### config.mk
export PLATFORM = sky130hd
export DESIGN_NAME = wb_deserializer
export DESIGN_NICKNAME = d
export VERILOG_FILES = /design/src/rtl/wb_deserializer_pkg.sv /design/src/rtl/deserializer_out.sv /design/src/rtl/wb_deserializer.sv
export SDC_FILE = /design/constraint.sdc
export NUM_CORES = 1
export LEC_CHECK = 0
export CORE_MARGIN = 2
export CORE_UTILIZATION = 40
export CTS_CLUSTER_SIZE = 40
export DETAILED_ROUTE_END_ITERATION = 8
export PLACE_DENSITY_LB_ADDON = 0.25
export SLEW_MARGIN = 20
export SYNTH_ARGS = -nofsm -noshare
export SYNTH_HDL_FRONTEND = slang
export SYNTH_SLANG_ARGS = --single-unit
### constraint.sdc
create_clock -name clk_i -period 3.6 [get_ports clk_i]
set_input_delay 0.9 -clock clk_i [delete_from_list [all_inputs] [get_ports clk_i]]
set_output_delay 0.9 -clock clk_i [all_outputs]
set_load 0.01 [all_outputs]
### src/rtl/wb_deserializer_pkg.sv
// Shared constants and types for the Wishbone serial receiver: register map,
// frame geometry, status bit positions and the receive FSM state type.
package wb_deserializer_pkg;

   localparam int         NUM_REGS   = 4;
   localparam logic [1:0] ADR_DATA   = 2'd0;
   localparam logic [1:0] ADR_STATUS = 2'd1;
   localparam logic [1:0] ADR_CTRL   = 2'd2;

   localparam int         FRAME_BITS = 27;
   localparam logic [8:0] KCODE_LEAD = 9'h1BC;

   localparam int ST_NOT_EMPTY = 0;
   localparam int ST_FULL      = 1;
   localparam int ST_OVERRUN   = 2;
   localparam int ST_FRAME_ERR = 3;
   localparam int ST_LEVEL_LSB = 8;
   localparam int ST_DISC_LSB  = 16;

   localparam int CTRL_CLEAR = 0;
   localparam int CTRL_FLUSH = 1;

   typedef enum logic [1:0] {IDLE, SHIFT, STOP} rx_state_t;

endpackage

### src/rtl/deserializer_out.sv
// Serial frame receiver: hunts for a start bit, shifts in FRAME_BITS payload
// bits MSB first and reports the word (or a framing error) on the stop bit.
module deserializer_out #(
   parameter int FRAME_BITS = wb_deserializer_pkg::FRAME_BITS
) (
   input  logic                  clk_i,
   input  logic                  rst_ni,
   input  logic                  data_i,
   output logic [FRAME_BITS-1:0] word_o,
   output logic                  word_valid_o,
   output logic                  frame_err_o
);
   import wb_deserializer_pkg::*;

   localparam int              CNT_W    = $clog2(FRAME_BITS);
   localparam logic [CNT_W-1:0] LAST_BIT = CNT_W'(FRAME_BITS - 1);

   rx_state_t             state_q, state_d;
   logic [CNT_W-1:0]      cnt_q, cnt_d;
   logic [FRAME_BITS-1:0] shreg_q, shreg_d;

   always_ff @(posedge clk_i or negedge rst_ni) begin
      if (!rst_ni) begin
         state_q <= IDLE;
         cnt_q   <= '0;
         shreg_q <= '0;
      end else begin
         state_q <= state_d;
         cnt_q   <= cnt_d;
         shreg_q <= shreg_d;
      end
   end

   // Pulses are combinational on the stop-bit cycle so the FIFO captures the
   // word on the same edge that samples the stop bit.
   always_comb begin
      state_d      = state_q;
      cnt_d        = cnt_q;
      shreg_d      = shreg_q;
      word_valid_o = 1'b0;
      frame_err_o  = 1'b0;
      case (state_q)
         IDLE: begin
            if (data_i) begin
               state_d = SHIFT;
               cnt_d   = '0;
            end
         end
         SHIFT: begin
            shreg_d = {shreg_q[FRAME_BITS-2:0], data_i};
            cnt_d   = cnt_q + CNT_W'(1);
            if (cnt_q == LAST_BIT) state_d = STOP;
         end
         STOP: begin
            state_d = IDLE;
            if (data_i) frame_err_o  = 1'b1;
            else        word_valid_o = 1'b1;
         end
         default: state_d = IDLE;
      endcase
   end

   assign word_o = shreg_q;

endmodule

### src/rtl/wb_deserializer.sv
// Wishbone-facing serial link receiver: word FIFO, sticky status flags and
// register decode. Define KCODE_FILTER_EN to keep only K28.5-led words.
module wb_deserializer #(
   parameter int DEPTH      = 4,
   parameter int FRAME_BITS = wb_deserializer_pkg::FRAME_BITS
) (
   input  logic        clk_i,
   input  logic        rst_ni,
   input  logic        data_i,
   input  logic        CYC_I,
   input  logic        STB_I,
   input  logic        WE_I,
   input  logic [31:0] ADR_I,
   input  logic [31:0] DAT_I,
   output logic        ACK_O,
   output logic        ERR_O,
   output logic [31:0] DAT_O,
   output logic        irq_o
);
   import wb_deserializer_pkg::*;

   localparam int AW    = $clog2(DEPTH);
   localparam int ADR_W = $clog2(NUM_REGS);

   logic [FRAME_BITS-1:0] rx_word;
   logic                  rx_valid, rx_ferr;

   deserializer_out #(.FRAME_BITS(FRAME_BITS)) u_rx (
      .clk_i       (clk_i),
      .rst_ni      (rst_ni),
      .data_i      (data_i),
      .word_o      (rx_word),
      .word_valid_o(rx_valid),
      .frame_err_o (rx_ferr)
   );

   logic [FRAME_BITS-1:0] mem_q [DEPTH];
   logic [AW-1:0]         wr_ptr_q, rd_ptr_q;
   logic [AW:0]           cnt_q;
   logic                  overrun_q, ferr_q;
   logic [7:0]            discards;
   logic                  lead_ok;

   logic             req, rd, wr, mapped, ctrl_wr, flush, clr;
   logic             not_empty, full, accept, push, pop, ovr_set;
   logic [ADR_W-1:0] adr;
   logic [31:0]      status;
   logic             unused_bits;

   assign unused_bits = ^{ADR_I[31:ADR_W], DAT_I[31:2]};

   assign adr     = ADR_I[ADR_W-1:0];
   assign req     = CYC_I & STB_I;
   assign mapped  = (adr <= ADR_CTRL);
   assign ACK_O   = req & mapped;
   assign ERR_O   = req & ~mapped;
   assign rd      = req & ~WE_I;
   assign wr      = req & WE_I;
   assign ctrl_wr = wr & (adr == ADR_CTRL);
   assign flush   = ctrl_wr & DAT_I[CTRL_FLUSH];
   assign clr     = ctrl_wr & DAT_I[CTRL_CLEAR];

   assign not_empty = (cnt_q != '0);
   assign full      = (cnt_q == (AW+1)'(DEPTH));
   assign pop       = rd & (adr == ADR_DATA) & not_empty;

   // A flush drops any word arriving in the same cycle without flagging overrun.
   assign accept  = rx_valid & lead_ok & ~flush;
   assign push    = accept & (~full | pop);
   assign ovr_set = accept & full & ~pop;

`ifdef KCODE_FILTER_EN
   assign lead_ok = (rx_word[FRAME_BITS-1 -: 9] == KCODE_LEAD);

   always_ff @(posedge clk_i or negedge rst_ni) begin
      if (!rst_ni) begin
         discards <= '0;
      end else if (rx_valid && !lead_ok && discards != 8'hFF) begin
         discards <= clr ? 8'd1 : discards + 8'd1;
      end else if (clr) begin
         discards <= '0;
      end
   end
`else
   assign lead_ok  = 1'b1;
   assign discards = '0;
`endif

   always_ff @(posedge clk_i) begin
      if (push) mem_q[wr_ptr_q] <= rx_word;
   end

   always_ff @(posedge clk_i or negedge rst_ni) begin
      if (!rst_ni) begin
         wr_ptr_q <= '0;
         rd_ptr_q <= '0;
         cnt_q    <= '0;
      end else if (flush) begin
         wr_ptr_q <= '0;
         rd_ptr_q <= '0;
         cnt_q    <= '0;
      end else begin
         if (push) wr_ptr_q <= wr_ptr_q + AW'(1);
         if (pop)  rd_ptr_q <= rd_ptr_q + AW'(1);
         case ({push, pop})
            2'b10:   cnt_q <= cnt_q + (AW+1)'(1);
            2'b01:   cnt_q <= cnt_q - (AW+1)'(1);
            default: cnt_q <= cnt_q;
         endcase
      end
   end

   // Sticky flags: a set event in the same cycle as a clear keeps the flag.
   always_ff @(posedge clk_i or negedge rst_ni) begin
      if (!rst_ni) begin
         overrun_q <= 1'b0;
         ferr_q    <= 1'b0;
      end else begin
         if (ovr_set)  overrun_q <= 1'b1;
         else if (clr) overrun_q <= 1'b0;
         if (rx_ferr)  ferr_q    <= 1'b1;
         else if (clr) ferr_q    <= 1'b0;
      end
   end

   always_comb begin
      status                          = '0;
      status[ST_NOT_EMPTY]            = not_empty;
      status[ST_FULL]                 = full;
      status[ST_OVERRUN]              = overrun_q;
      status[ST_FRAME_ERR]            = ferr_q;
      status[ST_LEVEL_LSB +: 8]       = 8'(cnt_q);
      status[ST_DISC_LSB +: 8]        = discards;
   end

   always_comb begin
      DAT_O = '0;
      if (rd) begin
         case (adr)
            ADR_DATA:   if (not_empty) DAT_O = 32'(mem_q[rd_ptr_q]);
            ADR_STATUS: DAT_O = status;
            default:    DAT_O = '0;
         endcase
      end
   end

   assign irq_o = not_empty | overrun_q | ferr_q;

endmodule

==> impl_metrics.prom, run 1 <==
# TYPE chip_impl_metric gauge
chip_impl_info{name="clock_root_buffer",value="sky130_fd_sc_hd__clkbuf_16"} 1
chip_impl_metric{name="critical_path_fanout_max",unit=""} 6
chip_impl_info{name="startpoint_type",value="input port"} 1
chip_impl_metric{name="grt_pass1_vias",unit=""} 3473
chip_impl_metric{name="worst-endpoint-required",unit="ps"} 2700
chip_impl_info{name="cp_slowest_cell",value="sky130_fd_sc_hd__clkdlybuf4s50_1"} 1
chip_impl_metric{name="synthesis.instances",unit=""} 393
chip_impl_metric{name="via_per_inst",unit=""} 5.00
chip_impl_metric{name="worst_skew_pair.late_latency",unit="ps"} 410
chip_impl_info{name="outcome",value="finished clean"} 1
chip_impl_metric{name="cts.hold.buffers_added",unit=""} 0
chip_impl_info{name="min-delay-start",value="u_rx.cnt_q[4]"} 1
chip_impl_metric{name="power.leakage",unit="nW"} 2.97
chip_impl_metric{name="grt-ovfl-total",unit=""} 0
chip_impl_metric{name="postSynth.asyncResetShare",unit=""} 0.285
chip_impl_metric{name="finalSetupViolations",unit=""} 0
chip_impl_info{name="path_class",value="input port to primary output"} 1
chip_impl_info{name="synth_area_leader_cell",value="sky130_fd_sc_hd__edfxtp_1"} 1
chip_impl_metric{name="final.period_utilization",unit=""} 0.948
chip_impl_metric{name="worst-r2r-setup-slack",unit="ps"} 1410
chip_impl_metric{name="drv.max_cap_violation_count",unit=""} 0
chip_impl_metric{name="pin_count_of_the_biggest_net_entering_global_routing",unit=""} 36
chip_impl_metric{name="worst_ir_drop_vdd",unit="µV"} 307
chip_impl_metric{name="detailed_place.area",unit="µm²"} 6880
chip_impl_metric{name="deepest_level_of_the_cts_h_tree",unit=""} 4
chip_impl_metric{name="total_power",unit="mW"} 4.97
chip_impl_metric{name="cts_inserted_buffers",unit=""} 17
chip_impl_metric{name="die_area",unit="µm²"} 16200
chip_impl_metric{name="hpwl",unit="µm"} 6980
chip_impl_metric{name="fp-row-count",unit=""} 45
chip_impl_metric{name="clock.fmax",unit="MHz"} 293
chip_impl_metric{name="number_of_antenna_violations_at_the_first_check_in_global_routing",unit=""} 0
chip_impl_metric{name="synth_cell_type_count",unit=""} 39
chip_impl_metric{name="syn_area",unit="µm²"} 6100
chip_impl_metric{name="route.vias.total",unit=""} 3297
chip_impl_metric{name="drt.antenna.violating_nets",unit=""} 0
chip_impl_metric{name="fin_tns_setup",unit="ps"} 0
chip_impl_metric{name="post-place-ws",unit="ps"} -140
chip_impl_metric{name="worst-endpoint-arrival",unit="ps"} 2510
chip_impl_metric{name="place.detailed.instances",unit=""} 626
chip_impl_info{name="timing.critical_path.from",value="WE_I"} 1
chip_impl_metric{name="synthDominantCellAreaShare",unit=""} 0.532
chip_impl_metric{name="drt_first_pass_iters",unit=""} 4
chip_impl_info{name="ordered_cell_list_for_the_critical_path",value="clkdlybuf4s50_1, nand4bb_4, nor3_4, buf_6, buf_6, and2_1, dlygate4sd2_1"} 1
chip_impl_metric{name="finish.cell_count_without_fillers",unit=""} 660
chip_impl_metric{name="timing_worst_slew_pin_value",unit="ps"} 894
chip_impl_metric{name="drv_slew",unit=""} 0
chip_impl_metric{name="yosys_register_bits",unit=""} 151
chip_impl_metric{name="drt_iter0_drc",unit=""} 268
chip_impl_metric{name="p_per_area",unit="nW/µm²"} 666
chip_impl_metric{name="timing.clock.skew",unit="ps"} 8.38
chip_impl_info{name="cp-end-kind",value="primary output"} 1
chip_impl_info{name="post_synth_main_area_contributors",value="sky130_fd_sc_hd__edfxtp_1, sky130_fd_sc_hd__dfrtp_1, sky130_fd_sc_hd__mux4_2"} 1
chip_impl_metric{name="antenna-diode-count",unit=""} 0
chip_impl_metric{name="clock-sinks",unit=""} 151
chip_impl_metric{name="clk_pin_slew",unit="ps"} 60
chip_impl_metric{name="fin_nets",unit=""} 536
chip_impl_metric{name="clk_path_buf_depth",unit=""} 2
chip_impl_metric{name="crit_path_max_incr_delay",unit="ps"} 440
chip_impl_metric{name="syn-mean-instance-area",unit="µm²"} 15.5
chip_impl_metric{name="synth_enable_flop_cells",unit=""} 108
chip_impl_metric{name="io-pin-count",unit=""} 105
chip_impl_metric{name="min_period",unit="ps"} 3410
chip_impl_metric{name="io_port_bufs",unit=""} 39
chip_impl_metric{name="post_route_cells_drive_above_1_share",unit=""} 0.206
chip_impl_info{name="tritoncts",value="done"} 1
chip_impl_metric{name="final.setup.worst_slack",unit="ps"} 188
chip_impl_info{name="path_common_cell",value="sky130_fd_sc_hd__buf_6"} 1
chip_impl_metric{name="start_util",unit=""} 0.405
chip_impl_metric{name="core_area",unit="µm²"} 15000
chip_impl_metric{name="grt.total_usage",unit=""} 0.159
chip_impl_metric{name="report.final.hold_viol_count",unit=""} 0
chip_impl_metric{name="wl_per_cell",unit="µm"} 18.0
chip_impl_info{name="rsz0062_at_grt",value="no"} 1
chip_impl_metric{name="gp_congestion",unit=""} 0.710
chip_impl_metric{name="remaining_drc_errors",unit=""} 0
chip_impl_info{name="yosys_most_used_dff",value="sky130_fd_sc_hd__edfxtp_1"} 1
chip_impl_info{name="critPathTopFamily",value="buffers and inverters"} 1
chip_impl_metric{name="chipHeight",unit="µm"} 127
chip_impl_metric{name="synth-warning-count",unit=""} 0
chip_impl_metric{name="route.final.wire_length",unit="µm"} 11800
chip_impl_metric{name="finalInstanceArea",unit="µm²"} 7460
chip_impl_metric{name="grt_first_pass_wirelength",unit="µm"} 19200
chip_impl_info{name="r2r-start",value="cnt_q[1]"} 1
chip_impl_metric{name="area.growth.synth_to_final",unit="%"} 22.4
chip_impl_metric{name="worst_slew_margin_rel",unit=""} 0.403
chip_impl_metric{name="critical_path.n_buffers_inverters",unit=""} 4
chip_impl_info{name="hold_path_class",value="register to register"} 1
chip_impl_metric{name="die_w",unit="µm"} 127
chip_impl_metric{name="synth-seq-area-share",unit=""} 0.709
-- layout make-up --
cell class / count / area [µm²]
fillers: 1269 / 7570
flip-flops and latches: 151 / 4320
multi-input cells: 218 / 1700
repair buffers: 64 / 613
clock buffers: 19 / 443
well taps: 188 / 235
clock inverters: 13 / 123
inverters: 7 / 26.3
-- per-layer routing --
metal | track usage | share of wire
met5 | 0 | 0
met2 | 0.251 | 0.49
met3 | 0.0394 | 0.039
met4 | 0.0465 | 0.0044
met1 | 0.222 | 0.46
-- cell usage after synthesis (2+ instances only) --
cell	count
sky130_fd_sc_hd__and2_1	24
sky130_fd_sc_hd__nor2_1	14
sky130_fd_sc_hd__dfrtp_1	43
sky130_fd_sc_hd__o21ai_0	9
sky130_fd_sc_hd__edfxtp_1	108
sky130_fd_sc_hd__clkbuf_1	12
sky130_fd_sc_hd__buf_2	2
sky130_fd_sc_hd__nor3_1	2
sky130_fd_sc_hd__mux4_2	28
sky130_fd_sc_hd__a22o_1	6
sky130_fd_sc_hd__nand3_1	5
sky130_fd_sc_hd__nand4_1	3
sky130_fd_sc_hd__mux2i_1	3
sky130_fd_sc_hd__xnor2_1	2
sky130_fd_sc_hd__inv_1	7
sky130_fd_sc_hd__nand2_1	91
sky130_fd_sc_hd__buf_1	2
sky130_fd_sc_hd__buf_4	5
sky130_fd_sc_hd__ha_1	6
sky130_fd_sc_hd__or2_2	2
-- power breakdown --
part,leakage (nW),internal [mW],switching [mW],total (mW)
combinational,1.17,0.407,0.433,0.841
sequential,1.53,2.18,0.268,2.45
clock,0.272,0.978,0.698,1.68
total,2.97,3.57,1.40,4.97
-- logic make-up after synthesis --
group | share of synthesized area
flops | 0.709
other cells | 0.000615
compound gates | 0.0257
xor+xnor | 0.00431
buf+inv | 0.0207
fa+ha+maj | 0.0156
simple gates | 0.116
mux | 0.108
-- repair_timing --
item	CTS	global route
buffers inserted	1	0
setup endpoints to repair	27	0
resized for setup	33	0
-- worst paths after layout --
check,depth (start not counted),endpoint
max,7,DAT_O[25]
min,1,u_rx.cnt_q[4]
max reg2reg,5,cnt_q[2]
min reg2reg,1,u_rx.cnt_q[4]
max in group asynchronous,2,u_rx.word_o[12]
min in group asynchronous,1,cnt_q[0]
-- placed cells by master (no fill, tap or decap), types with 7 or more instances in the layout --
cell type	n
sky130_fd_sc_hd__clkdlybuf4s50_1	11
sky130_fd_sc_hd__clkbuf_16	17
sky130_fd_sc_hd__nand2_1	91
sky130_fd_sc_hd__nor2_1	13
sky130_fd_sc_hd__and2_1	24
sky130_fd_sc_hd__mux4_2	28
sky130_fd_sc_hd__buf_4	17
sky130_fd_sc_hd__inv_1	7
sky130_fd_sc_hd__dlygate4sd2_1	27
sky130_fd_sc_hd__o21ai_0	9
sky130_fd_sc_hd__edfxtp_1	108
sky130_fd_sc_hd__dfrtp_1	42
-- per-stage QoR --
step,util,hold slack [ps]
floorplan,-,450
global placement,0.458,467
detailed placement,0.458,500
CTS,0.496,507
global route,0.496,535
finish,0.496,496
-- state kept, by name, summed over array words and instances (netlist names) --
signal        flops
cnt_q             3
mem_q           108
wr_ptr_q          2
u_rx.word_o      27
overrun_q         1
u_rx.state_q      2
ferr_q            1
u_rx.cnt_q        5
rd_ptr_q          2
Note: power is estimated with default switching activity, not from simulation.
==> run 2, diff against run 1 <==
CORE_UTILIZATION = 55   (was 40)
==> run 2 against run 1 <==
  * Combinational power increased by 1%
  * Via count is 3.0% higher
  * Utilization up 20 points
  * Critical path depth up 1
  * Design area grew 0.81%
  * Clock skew is essentially flat
  * Wire length decreased by 1.7%
  * Register-to-register slack worse by 130 ps
  * Die area fell by 26%
==> impl_metrics.prom, run 2 (synthesis gave the netlist of run 1 again) <==
# TYPE chip_impl_metric gauge
chip_impl_metric{name="final.setup.worst_slack",unit="ps"} 80.3
chip_impl_metric{name="number_of_antenna_violations_at_the_first_check_in_global_routing",unit=""} 0
chip_impl_metric{name="wl_per_cell",unit="µm"} 18.9
chip_impl_metric{name="fp-row-count",unit=""} 38
chip_impl_metric{name="power.combinational.fraction",unit=""} 0.167
chip_impl_metric{name="cell_internal_pwr",unit="mW"} 3.74
chip_impl_info{name="final_common_cell",value="sky130_fd_sc_hd__edfxtp_1"} 1
chip_impl_metric{name="post-route-util",unit=""} 0.694
chip_impl_metric{name="crit_path_max_incr_delay",unit="ps"} 420
chip_impl_info{name="outcome",value="finished clean"} 1
chip_impl_metric{name="num-fill-cells",unit=""} 728
chip_impl_metric{name="cts_inserted_buffers",unit=""} 17
chip_impl_metric{name="post_route_cells_drive_above_1_share",unit=""} 0.203
chip_impl_metric{name="met2WireLength",unit="µm"} 6390
chip_impl_metric{name="clk_pin_slew",unit="ps"} 60
chip_impl_metric{name="worst_ir_drop_vdd",unit="µV"} 468
chip_impl_metric{name="drv.max_cap_violation_count",unit=""} 0
chip_impl_metric{name="timing_worst_slew_pin_value",unit="ps"} 677
chip_impl_metric{name="clkPwrFrac",unit=""} 0.350
chip_impl_metric{name="share_seq_of_total_power",unit=""} 0.484
chip_impl_metric{name="deepest_level_of_the_cts_h_tree",unit=""} 4
chip_impl_metric{name="remaining_drc_errors",unit=""} 0
chip_impl_metric{name="io_port_bufs",unit=""} 39
chip_impl_info{name="startpoint_type",value="input port"} 1
chip_impl_metric{name="die_area",unit="µm²"} 11900
chip_impl_metric{name="grt_first_pass_wirelength",unit="µm"} 18500
chip_impl_metric{name="die_w",unit="µm"} 109
chip_impl_metric{name="detailed_place.area",unit="µm²"} 6840
chip_impl_metric{name="power_switching",unit="mW"} 1.35
chip_impl_metric{name="netSwitchingFraction",unit=""} 0.265
chip_impl_metric{name="grt.total_usage",unit=""} 0.218
chip_impl_info{name="timing.critical_path.from",value="WE_I"} 1
chip_impl_metric{name="p_per_area",unit="nW/µm²"} 677
chip_impl_metric{name="grt_pass1_vias",unit=""} 3561
chip_impl_metric{name="grt-ovfl-total",unit=""} 0
chip_impl_metric{name="gp_congestion",unit=""} 0.797
chip_impl_metric{name="drv_slew",unit=""} 0
chip_impl_info{name="clock_root_buffer",value="sky130_fd_sc_hd__clkbuf_8"} 1
chip_impl_metric{name="critical_path_fanout_max",unit=""} 7
chip_impl_metric{name="drt_iter0_drc",unit=""} 263
chip_impl_metric{name="final.period_utilization",unit=""} 0.978
chip_impl_metric{name="antenna-diode-count",unit=""} 0
chip_impl_info{name="layout_common_cells",value="sky130_fd_sc_hd__edfxtp_1, sky130_fd_sc_hd__nand2_1, sky130_fd_sc_hd__dfrtp_1"} 1
chip_impl_info{name="path_class",value="input port to primary output"} 1
chip_impl_metric{name="core_area",unit="µm²"} 10800
chip_impl_metric{name="hpwl",unit="µm"} 6810
chip_impl_metric{name="timing.clock.skew",unit="ps"} 8.47
chip_impl_metric{name="area.growth.synth_to_final",unit="%"} 23.3
chip_impl_info{name="cp-end-kind",value="primary output"} 1
chip_impl_metric{name="min_period",unit="ps"} 3520
chip_impl_info{name="tritoncts",value="done"} 1
chip_impl_info{name="hold_path_class",value="input port to async pin"} 1
chip_impl_metric{name="worst-r2r-setup-slack",unit="ps"} 1280
chip_impl_metric{name="fin_tns_setup",unit="ps"} 0
chip_impl_info{name="timing.rr.end",value="cnt_q[2]"} 1
chip_impl_metric{name="via_per_inst",unit=""} 5.50
chip_impl_metric{name="clock.fmax",unit="MHz"} 284
chip_impl_metric{name="pin_count_of_the_biggest_net_entering_global_routing",unit=""} 44
chip_impl_metric{name="post-place-ws",unit="ps"} -94.6
chip_impl_metric{name="drt.antenna.violating_nets",unit=""} 0
chip_impl_info{name="routed.top_layer",value="met4"} 1
chip_impl_info{name="cp_slowest_cell",value="sky130_fd_sc_hd__clkdlybuf4s50_1"} 1
chip_impl_metric{name="finalInstanceArea",unit="µm²"} 7520
chip_impl_metric{name="fin_nets",unit=""} 542
chip_impl_metric{name="route.final.wire_length",unit="µm"} 11700
chip_impl_metric{name="r2r.worst_path.cells",unit=""} 5
chip_impl_metric{name="drt_first_pass_iters",unit=""} 5
chip_impl_info{name="path_common_cell",value="sky130_fd_sc_hd__buf_4"} 1
chip_impl_info{name="registers.top_by_ff_count",value="mem_q"} 1
chip_impl_metric{name="largest_register_ff_count",unit=""} 108
chip_impl_metric{name="worst-endpoint-arrival",unit="ps"} 2620
chip_impl_metric{name="power.leakage",unit="nW"} 3.05
chip_impl_metric{name="start_util",unit=""} 0.562
chip_impl_metric{name="critical_path.n_buffers_inverters",unit=""} 5
chip_impl_metric{name="hold_ws",unit="ps"} 364
chip_impl_info{name="critPathTopFamily",value="buffers and inverters"} 1
chip_impl_metric{name="worst_slew_margin_rel",unit=""} 0.545
chip_impl_metric{name="route.vias.total",unit=""} 3397
chip_impl_metric{name="chipHeight",unit="µm"} 109
chip_impl_metric{name="met3WireLength",unit="µm"} 417
chip_impl_metric{name="wl_met1",unit="µm"} 4600
chip_impl_metric{name="report.final.hold_viol_count",unit=""} 0
chip_impl_metric{name="worst_skew_pair.late_latency",unit="ps"} 520
chip_impl_metric{name="clock-sinks",unit=""} 151
chip_impl_metric{name="finalSetupViolations",unit=""} 0
chip_impl_metric{name="clk_path_buf_depth",unit=""} 2
chip_impl_metric{name="io-pin-count",unit=""} 105
chip_impl_info{name="r2r-start",value="cnt_q[0]"} 1
chip_impl_info{name="ordered_cell_list_for_the_critical_path",value="clkdlybuf4s50_1, nand4bb_4, nor3_4, buf_4, buf_12, buf_4, a22o_1, dlygate4sd2_1"} 1
chip_impl_metric{name="worst-endpoint-required",unit="ps"} 2700
## run 2: cell types whose count changed in the layout (fill, tap and decap cells not counted), moves of 2 or more
cell,before,now
sky130_fd_sc_hd__dlymetal6s2s_1,0,4
sky130_fd_sc_hd__bufinv_16,1,4
sky130_fd_sc_hd__buf_4,17,24
sky130_fd_sc_hd__clkdlybuf4s50_1,11,16
sky130_fd_sc_hd__buf_6,3,1
sky130_fd_sc_hd__clkbuf_1,1,5
sky130_fd_sc_hd__dlygate4sd2_1,27,18
sky130_fd_sc_hd__inv_6,3,0
sky130_fd_sc_hd__clkinvlp_4,3,1
## run 2: how the worst max path moves through the flow
stage	to	slack [ps]	cells after the start
6_report	DAT_O[8]	80	8
5_1_grt	DAT_O[23]	-10	6
3_5_place_dp	DAT_O[14]	-90	6
4_1_cts	DAT_O[13]	0.2	6
2_1_floorplan	DAT_O[11]	630	5
3_3_place_gp	DAT_O[14]	-60	6
## run 2: cell type report
type | count | area [µm²] | area share
multi-input combinational | 218 | 1700 | 0.225
clock buffer | 23 | 447 | 0.0594
sequential | 151 | 4320 | 0.575
timing repair buffer | 70 | 704 | 0.0937
clock inverter | 9 | 150 | 0.0200
inverter | 7 | 26.3 | 0.00349
tap | 140 | 175 | 0.0233
## run 2: stage by stage
stage,instances,power (mW)
floorplan,397,3.02
global placement,579,3.29
detailed placement,579,3.34
CTS,613,5.12
global route,618,5.35
finish,618,5.09
## run 2: power by group through the flow
stage | Clock, mW | Combinational (mW) | Sequential (mW)
after floorplan | 0 | 0.639 | 2.38
after detailed placement | 0 | 0.846 | 2.49
after global routing | 1.88 | 0.954 | 2.51
after global placement | 0 | 0.818 | 2.47
final | 1.78 | 0.849 | 2.46
after CTS | 1.81 | 0.857 | 2.46
## run 2: layer usage
layer	vias up	global-route usage
met5	-	0
met1	1741	0.268
met2	74	0.370
met4	0	0.0986
met3	17	0.0496
li1	1565	-
## run 2: what timing repair did
action | 4_1_cts | 5_1_grt
pin swaps | 1 | 1
hold endpoints to repair | 0 | 0
hold buffers | 0 | 0
setup buffers | 2 | 4
gates cloned | 0 | 1
setup endpoints to repair | 25 | 10
resized for setup | 21 | 4
